--- src/rtl/pipe_stage_elastic.sv ---
// Elastic pipeline-stage register: main + skid entry with valid/ready handshake,
// synchronous flush and a saturating backpressure counter.
module pipe_stage_elastic #(
  parameter int DATA_W = 69,
  parameter int CTRL_W = 2,
  parameter int CNT_W  = 16
) (
  input  logic              clk,
  input  logic              rst,
  input  logic              flush,
  input  logic              in_valid,
  output logic              in_ready,
  input  logic [CTRL_W-1:0] in_ctrl,
  input  logic [DATA_W-1:0] in_data,
  output logic              out_valid,
  input  logic              out_ready,
  output logic [CTRL_W-1:0] out_ctrl,
  output logic [DATA_W-1:0] out_data,
  output logic [CNT_W-1:0]  stall_cnt
);

  logic              r_main_valid;
  logic [CTRL_W-1:0] r_main_ctrl;
  logic [DATA_W-1:0] r_main_data;
  logic              r_skid_valid;
  logic [CTRL_W-1:0] r_skid_ctrl;
  logic [DATA_W-1:0] r_skid_data;
  logic [CNT_W-1:0]  r_stall_cnt;

  logic w_in_fire;
  logic w_out_fire;
  logic w_main_free;
  logic w_stall;

  // in_ready depends only on registered state, breaking the ready path.
  assign in_ready    = ~r_skid_valid;
  assign w_in_fire   = in_valid & ~r_skid_valid;
  assign w_out_fire  = r_main_valid & out_ready;
  assign w_main_free = ~r_main_valid | w_out_fire;
  assign w_stall     = r_main_valid & ~out_ready & ~flush;

  assign out_valid = r_main_valid;
  assign out_ctrl  = r_main_ctrl & {CTRL_W{r_main_valid}};
  assign out_data  = r_main_data;
  assign stall_cnt = r_stall_cnt;

  always_ff @(posedge clk or negedge rst) begin
    if (!rst) begin
      r_main_valid <= 1'b0;
      r_main_ctrl  <= '0;
      r_main_data  <= '0;
      r_skid_valid <= 1'b0;
      r_skid_ctrl  <= '0;
      r_skid_data  <= '0;
    end else if (flush) begin
      // Data is left in place; only validity and control are dropped.
      r_main_valid <= 1'b0;
      r_skid_valid <= 1'b0;
      r_main_ctrl  <= '0;
    end else if (r_skid_valid && w_main_free) begin
      r_main_valid <= 1'b1;
      r_main_ctrl  <= r_skid_ctrl;
      r_main_data  <= r_skid_data;
      r_skid_valid <= 1'b0;
    end else if (w_in_fire && w_main_free) begin
      r_main_valid <= 1'b1;
      r_main_ctrl  <= in_ctrl;
      r_main_data  <= in_data;
    end else if (w_in_fire) begin
      r_skid_valid <= 1'b1;
      r_skid_ctrl  <= in_ctrl;
      r_skid_data  <= in_data;
    end else if (w_out_fire) begin
      r_main_valid <= 1'b0;
    end
  end

  always_ff @(posedge clk or negedge rst) begin
    if (!rst) begin
      r_stall_cnt <= '0;
    end else if (w_stall && (r_stall_cnt != {CNT_W{1'b1}})) begin
      r_stall_cnt <= r_stall_cnt + 1'b1;
    end
  end

endmodule

--- config.mk ---
export PLATFORM = sky130hd
export DESIGN_NAME = pipe_stage_elastic
export DESIGN_NICKNAME = d
export VERILOG_FILES = /design/src/rtl/pipe_stage_elastic.sv
export SDC_FILE = /design/constraint.sdc
export NUM_CORES = 1
export LEC_CHECK = 0
export CORE_MARGIN = 2
export CORE_UTILIZATION = 45
export CTS_CLUSTER_SIZE = 12
export DETAILED_ROUTE_END_ITERATION = 7
export GPL_ROUTABILITY_DRIVEN = 0
export PLACE_DENSITY = 0.85
export SETUP_SLACK_MARGIN = 0.2
export SYNTH_ARGS = -nofsm -noshare
export SYNTH_HDL_FRONTEND = slang
export SYNTH_SLANG_ARGS = --single-unit
--- constraint.sdc ---
create_clock -name clk -period 3.45 [get_ports clk]
set_input_delay 0.5175 -clock clk [delete_from_list [all_inputs] [get_ports clk]]
set_output_delay 0.5175 -clock clk [all_outputs]
set_load 0.02 [all_outputs]
==> results.md <==
- Top_reg_cell synth: dfrtp_1
- H-tree levels: 4
- Switching share of power: 25.8%
- Fraction of synthesized area in multiplexers: 34.1%
- Core Area: 15,300 um2
- Kind of end point of the critical path: register
- Initial antenna violation count: 0
- CTS root buf: clkbuf_16
- Critical Path Fanout Max: 71
- Port bufs: 164
- Max-slew violation count: 0
- RSZ-0062 raised after global routing: false
- DRC viols: 0
- Area growth syn-to-layout: 34.8%
- Drt initial violations: 122
- Die Area: 16,600 um2
- Gr ovfl total: 0
- Cell mode on critical path: mux2_2
- Synth Register Bits: 160
- Compound-Gate Fraction of Synth Area: 0.676%
- Setup ws final: 1.18 ns
- Postcts setup bufs: 0
- Vias/cell: 5.11
- Status: finished clean
- CP max stage delay: 0.74 ns
- Cells after synthesis: 470
- Clock transition at path regs: 0.06 ns
- Pwr dens: 612 nW/um2
- Die Y: 129 um
- XOR/XNOR Fraction of Synth Area: 1.62%
- Vias in the first global route: 4,786
- CP Launch Type: input port
- First-pass GRT wire length: 23.7 mm
- Min Tclk post-route: 2.27 ns
- Synth warn: 0
- Mapped Nets: 547
- Maximum VDD drop: 0.408 mV
- CTS sink cnt: 160
- Vias: 4,365
- Total GRT Usage: 18.3%
- Syn Std Cell Area: 7030 um2
- Number of flops mapped to enable cells by yosys: 0
- Pint: 4.30 mW
- Final setup skew: 0.00695 ns
- Syn avg cell area: 15.0 um2
- Net switching power: 1.50 mW
- Synth top area share: 56.9%
- Number of CTS-inserted buffers: 17
- Worst skew pair latency: 0.41 ns
- Hold-fix buffers at CTS: 0
- # diodes: 0
- Comb pwr share: 22.6%
- Routed wire length: 14.7 mm
- # rows: 45
- Fmax: 440 MHz
- Final setup TNS: 0 ns
- CTS tree: done
- Final Cycle Share: 65.9%
- Count leader, synth: mux2_2
- Netlist cell types: 37
- Placed wire-length estimate: 9.83 mm
- Num ports: 165
- Seq pwr share: 44.0%
- Adder-Cell Fraction of Synth Area: 0.178%
- Setup CP Type: in2reg
- Max-Slew Margin vs Limit: 36.2%
- Area leader, netlist: dfrtp_1
- Top cells by area, synth: dfrtp_1 57%, mux2_2 34%, xnor2_1 1.4%
- Part of the power in the clock network: 33.4%
- Setup violations, final: 0
- Pin slew with the least headroom to its limit: 0.957 ns
- Final ANT Viol Nets: 0
- Seq/Total Area, Yosys: 56.9%
- Synth async-reset ratio: 100%
- Req. time, crit path: 3.74 ns
- Max_cap viols: 0
- Data arrival, critical path: 2.57 ns
- First-pass DRT Iterations: 4
- Routed len/inst: 17.2 um
- Synth top cells by count: 210 x mux2_2, 160 x dfrtp_1, 15 x buf_2
- Hold crit path type: in2async
- Fin. Hold Viols: 0
- Critical-path cell list: clkdlybuf4s50_1 -> inv_1 -> a21o_4 -> mux2_2 -> mux2_2
- Place WS: 0.752 ns
- Combinational family with the most area after synthesis: multiplexers
- Post-cts resize count: 0
- Fin nets: 710
- Crit-path slowest cell: a21o_4
- P_leak: 4.00 nW
- Chip width: 129 um
- Largest net degree at the start of global routing: 93
- Initial core utilization: 46.1%
- Simple-Gate Fraction of Synth Area: 4.16%
- Layout cell share with drive strength beyond 1: 39.5%
- Longest Clk Path Bufs: 2
placed cells by master, fill, tap and decap left out, drive strengths merged, types with 3 or more instances in the layout:
master / instances
mux2: 211
clkdlybuf4s50: 163
dfrtp: 160
clkbuf: 22
xnor2: 11
nand3: 10
nand4: 7
nor2: 6
buf: 6
and3: 5
nor3: 4
bufinv: 4
nand2: 4
inv: 3
clkinv: 3
kinds of logic (layout without fill, tap and decap cells):
family | after synthesis | in the layout
compound gates | 7 | 7
xor+xnor | 13 | 13
fa+ha+maj | 1 | 1
buf+inv | 28 | 201
flops | 160 | 160
mux | 213 | 213
simple gates | 48 | 48
final timing paths:
kind                                 start               to  slack (ns)  depth (start not counted)
max                              out_ready     out_data[56]        1.18                          5
min                                    rst    stall_cnt[11]        0.16                          1
max reg2reg                   r_skid_valid     out_data[56]        1.32                          4
min reg2reg                r_skid_data[63]  r_skid_data[63]        0.50                          1
max in group asynchronous              rst  r_skid_data[68]        2.41                          2
min in group clk           r_skid_data[63]  r_skid_data[63]        0.50                          1
area by class of cell:
type / instances / area [um2]
Multi-Input combinational cell: 282 / 2890
Tap cell: 211 / 264
Inverter: 3 / 11.3
Clock inverter: 7 / 135
Sequential cell: 160 / 4000
Timing Repair Buffer: 169 / 1710
Clock buffer: 22 / 464
Fill cell: 1161 / 5780
registers in the layout, indices dropped and copies added, names as in the netlist:
name and count:
out_data 69, r_skid_data 69, stall_cnt 16, r_main_ctrl 2, r_skid_ctrl 2, out_valid 1, r_skid_valid 1
power groups by stage:
stage                     registers, mW  clock network (mW)  logic [mW]
after global placement             2.55                   0        1.28
after floorplan                    2.74                   0       0.506
after CTS                          2.56                1.98        1.33
final                              2.55                1.93        1.31
after global routing               2.61                2.05        1.40
after detailed placement           2.58                   0        1.33
worst max-delay path: cells and delay by family:
kind / cells / cell delay, ns
multiplexers: 2 / 0.68
AO/OA/AOI/OAI: 1 / 0.74
buffers and inverters: 2 / 0.56
metrics by stage:
stage                     total power [mW]  utilization (%)  hold slack, ns  cells  instance area (um2)
final                                 5.80             62.1           0.161    854                 9480
after global routing                  6.06             62.1           0.247    854                 9480
after CTS                             5.86             62.1           0.212    854                 9480
after detailed placement              3.91             58.2           0.490    825                 8880
after global placement                3.83             58.2           0.483    825                 8880
after floorplan                       3.24                -           0.222    470                 7030
routing by layer:
| metal | vias to the layer above | GRT usage (%) | part of all wire [%] |
|---|---|---|---|
| met2 | 106 | 30.7 | 49 |
| li1 | 2015 | - | - |
| met3 | 17 | 5.24 | 4.9 |
| met5 | - | 0 | 0 |
| met4 | 0 | 4.80 | 1.2 |
| met1 | 2227 | 23.4 | 44 |
Note: power is estimated with default switching activity, not from simulation.
==> edit, RTL diff (same flow settings) <==
Set the parameter `CTRL_W` to 4 (it was 2).
--- a/src/rtl/pipe_stage_elastic.sv
+++ b/src/rtl/pipe_stage_elastic.sv
@@ -2,7 +2,7 @@
 // synchronous flush and a saturating backpressure counter.
 module pipe_stage_elastic #(
   parameter int DATA_W = 69,
-  parameter int CTRL_W = 2,
+  parameter int CTRL_W = 4,
   parameter int CNT_W  = 16
 ) (
   input  logic              clk,
Ports: changed (resized in_ctrl and out_ctrl); port bits go from 165 to 169. No check against the original RTL was run, so the function may have changed too.
==> edit against the unedited design <==
  * Power up 0.46%
  * First-iteration DRC count up 49%
  * Core utilization down 0.22 points
  * Sequential cell count up 4
  * Register-to-register slack better by 0.04 ns
  * Synthesized area up 2.9%
  * Routed wire length up 8.5%
  * Clock skew down 0.00077 ns
  * Worst setup slack better by 0.0091 ns
  * Die area up 2.8%
  * Design area up 3.0%
  * Count of clock-buffer cells in the layout down 3
==> edit: results (changes against the unedited design) <==
<table>
<tr><th>Metric</th><th>Value</th></tr>
<tr><th colspan="2">Global routing</th></tr>
<tr><td>Global-route track usage on met1</td><td>0.231 (was 0.234)</td></tr>
<tr><td>Met3 Usage GRT</td><td>0.0468 (was 0.0524)</td></tr>
<tr><th colspan="2">Worst setup path</th></tr>
<tr><td>Path depth of the worst reg2reg path</td><td>5 (was 4)</td></tr>
<tr><td>Largest driver fanout on the critical path</td><td>34 (was 71)</td></tr>
<tr><td>Reg2reg start</td><td>out_valid (was r_skid_valid)</td></tr>
<tr><td>Reg2Reg Capture Point</td><td>out_data[35] (was out_data[56])</td></tr>
<tr><th colspan="2">Finish</th></tr>
<tr><td>Count of multi-input combinational gates</td><td>292 (was 282)</td></tr>
<tr><td>Nonclk buf count</td><td>179 (was 169)</td></tr>
<tr><td>Fraction of area in clock buffers and inverters</td><td>0.0631 (was 0.0632)</td></tr>
<tr><td>Final non-clock buffer share</td><td>0.183 (was 0.180)</td></tr>
<tr><td>Non-clock inverter count</td><td>2 (was 3)</td></tr>
<tr><td>Finished Layout Cells</td><td>885 (was 854)</td></tr>
<tr><td>Total Nets Final</td><td>735 (was 710)</td></tr>
<tr><th colspan="2">Timing</th></tr>
<tr><td>Worst slew pin tran</td><td>0.851 ns (was 0.957 ns)</td></tr>
<tr><td>Hold slack</td><td>0.118 ns (was 0.161 ns)</td></tr>
<tr><td>Setup Skew</td><td>0.00618 ns (was 0.00695 ns)</td></tr>
<tr><th colspan="2">Detailed routing</th></tr>
<tr><td>Routed wl met3</td><td>733 um (was 726 um)</td></tr>
<tr><td>Wirelength per Cell</td><td>18.0 um (was 17.2 um)</td></tr>
<tr><td>Via count</td><td>4,611 (was 4,365)</td></tr>
<tr><th colspan="2">Logic synthesis</th></tr>
<tr><td>Leading cell types by count after synthesis</td><td>mux2_2 (203), dfrtp_1 (164), buf_2 (21) (was mux2_2 (210), dfrtp_1 (160), buf_2 (15))</td></tr>
<tr><td>XOR/XNOR share of the synthesized area</td><td>0.0133 (was 0.0162)</td></tr>
<tr><td>Fraction of the mapped netlist area in adder cells</td><td>0.00173 (was 0.00178)</td></tr>
<tr><td>Sequential share of the synthesized area</td><td>0.567 (was 0.569)</td></tr>
<tr><th colspan="2">Status</th></tr>
<tr><td>Outcome</td><td>finished clean (unchanged)</td></tr>
<tr><th colspan="2">Power and ir drop</th></tr>
<tr><td>Pleak</td><td>4.10 nW (was 4.00 nW)</td></tr>
<tr><td>Internal power component</td><td>4.25 mW (was 4.30 mW)</td></tr>
<tr><th colspan="2">Place</th></tr>
<tr><td>Standard cell area after detailed placement</td><td>9150 um2 (was 8880 um2)</td></tr>
<tr><td>Dpl hpwl</td><td>11,000 um (was 9830 um)</td></tr>
<tr><td>Placed Cells</td><td>853 (was 825)</td></tr>
</table>
## edit: cell count changes in the layout (fill, tap and decap cells not counted), moves of 5 or more
| cell | before | now |
|---|---|---|
| mux2_4 | 1 | 10 |
| mux2_2 | 210 | 203 |
| inv_6 | 0 | 5 |
| nand2_1 | 3 | 10 |
| buf_4 | 3 | 9 |
## edit: power by group through the flow
stage               Combinational [mW]  Clock [mW]  Sequential (mW)
finish                            1.30        1.95             2.57
global route                      1.38        2.09             2.62
CTS                               1.32        2.00             2.57
detailed placement                1.31           0             2.60
global placement                  1.26           0             2.57
floorplan                        0.489           0             2.75
## edit: worst max path at each step
stage | to | cells after the start | from | slack [ns]
after floorplan | stall_cnt[1] | 5 | stall_cnt[0] | 1.59
after global placement | out_data[31] | 7 | out_ready | 0.87
after detailed placement | out_data[35] | 6 | out_ready | 0.79
after CTS | in_ready | 2 | r_skid_valid | 1.22
after global routing | out_data[50] | 6 | out_ready | 1.14
final | out_data[35] | 6 | out_ready | 1.19
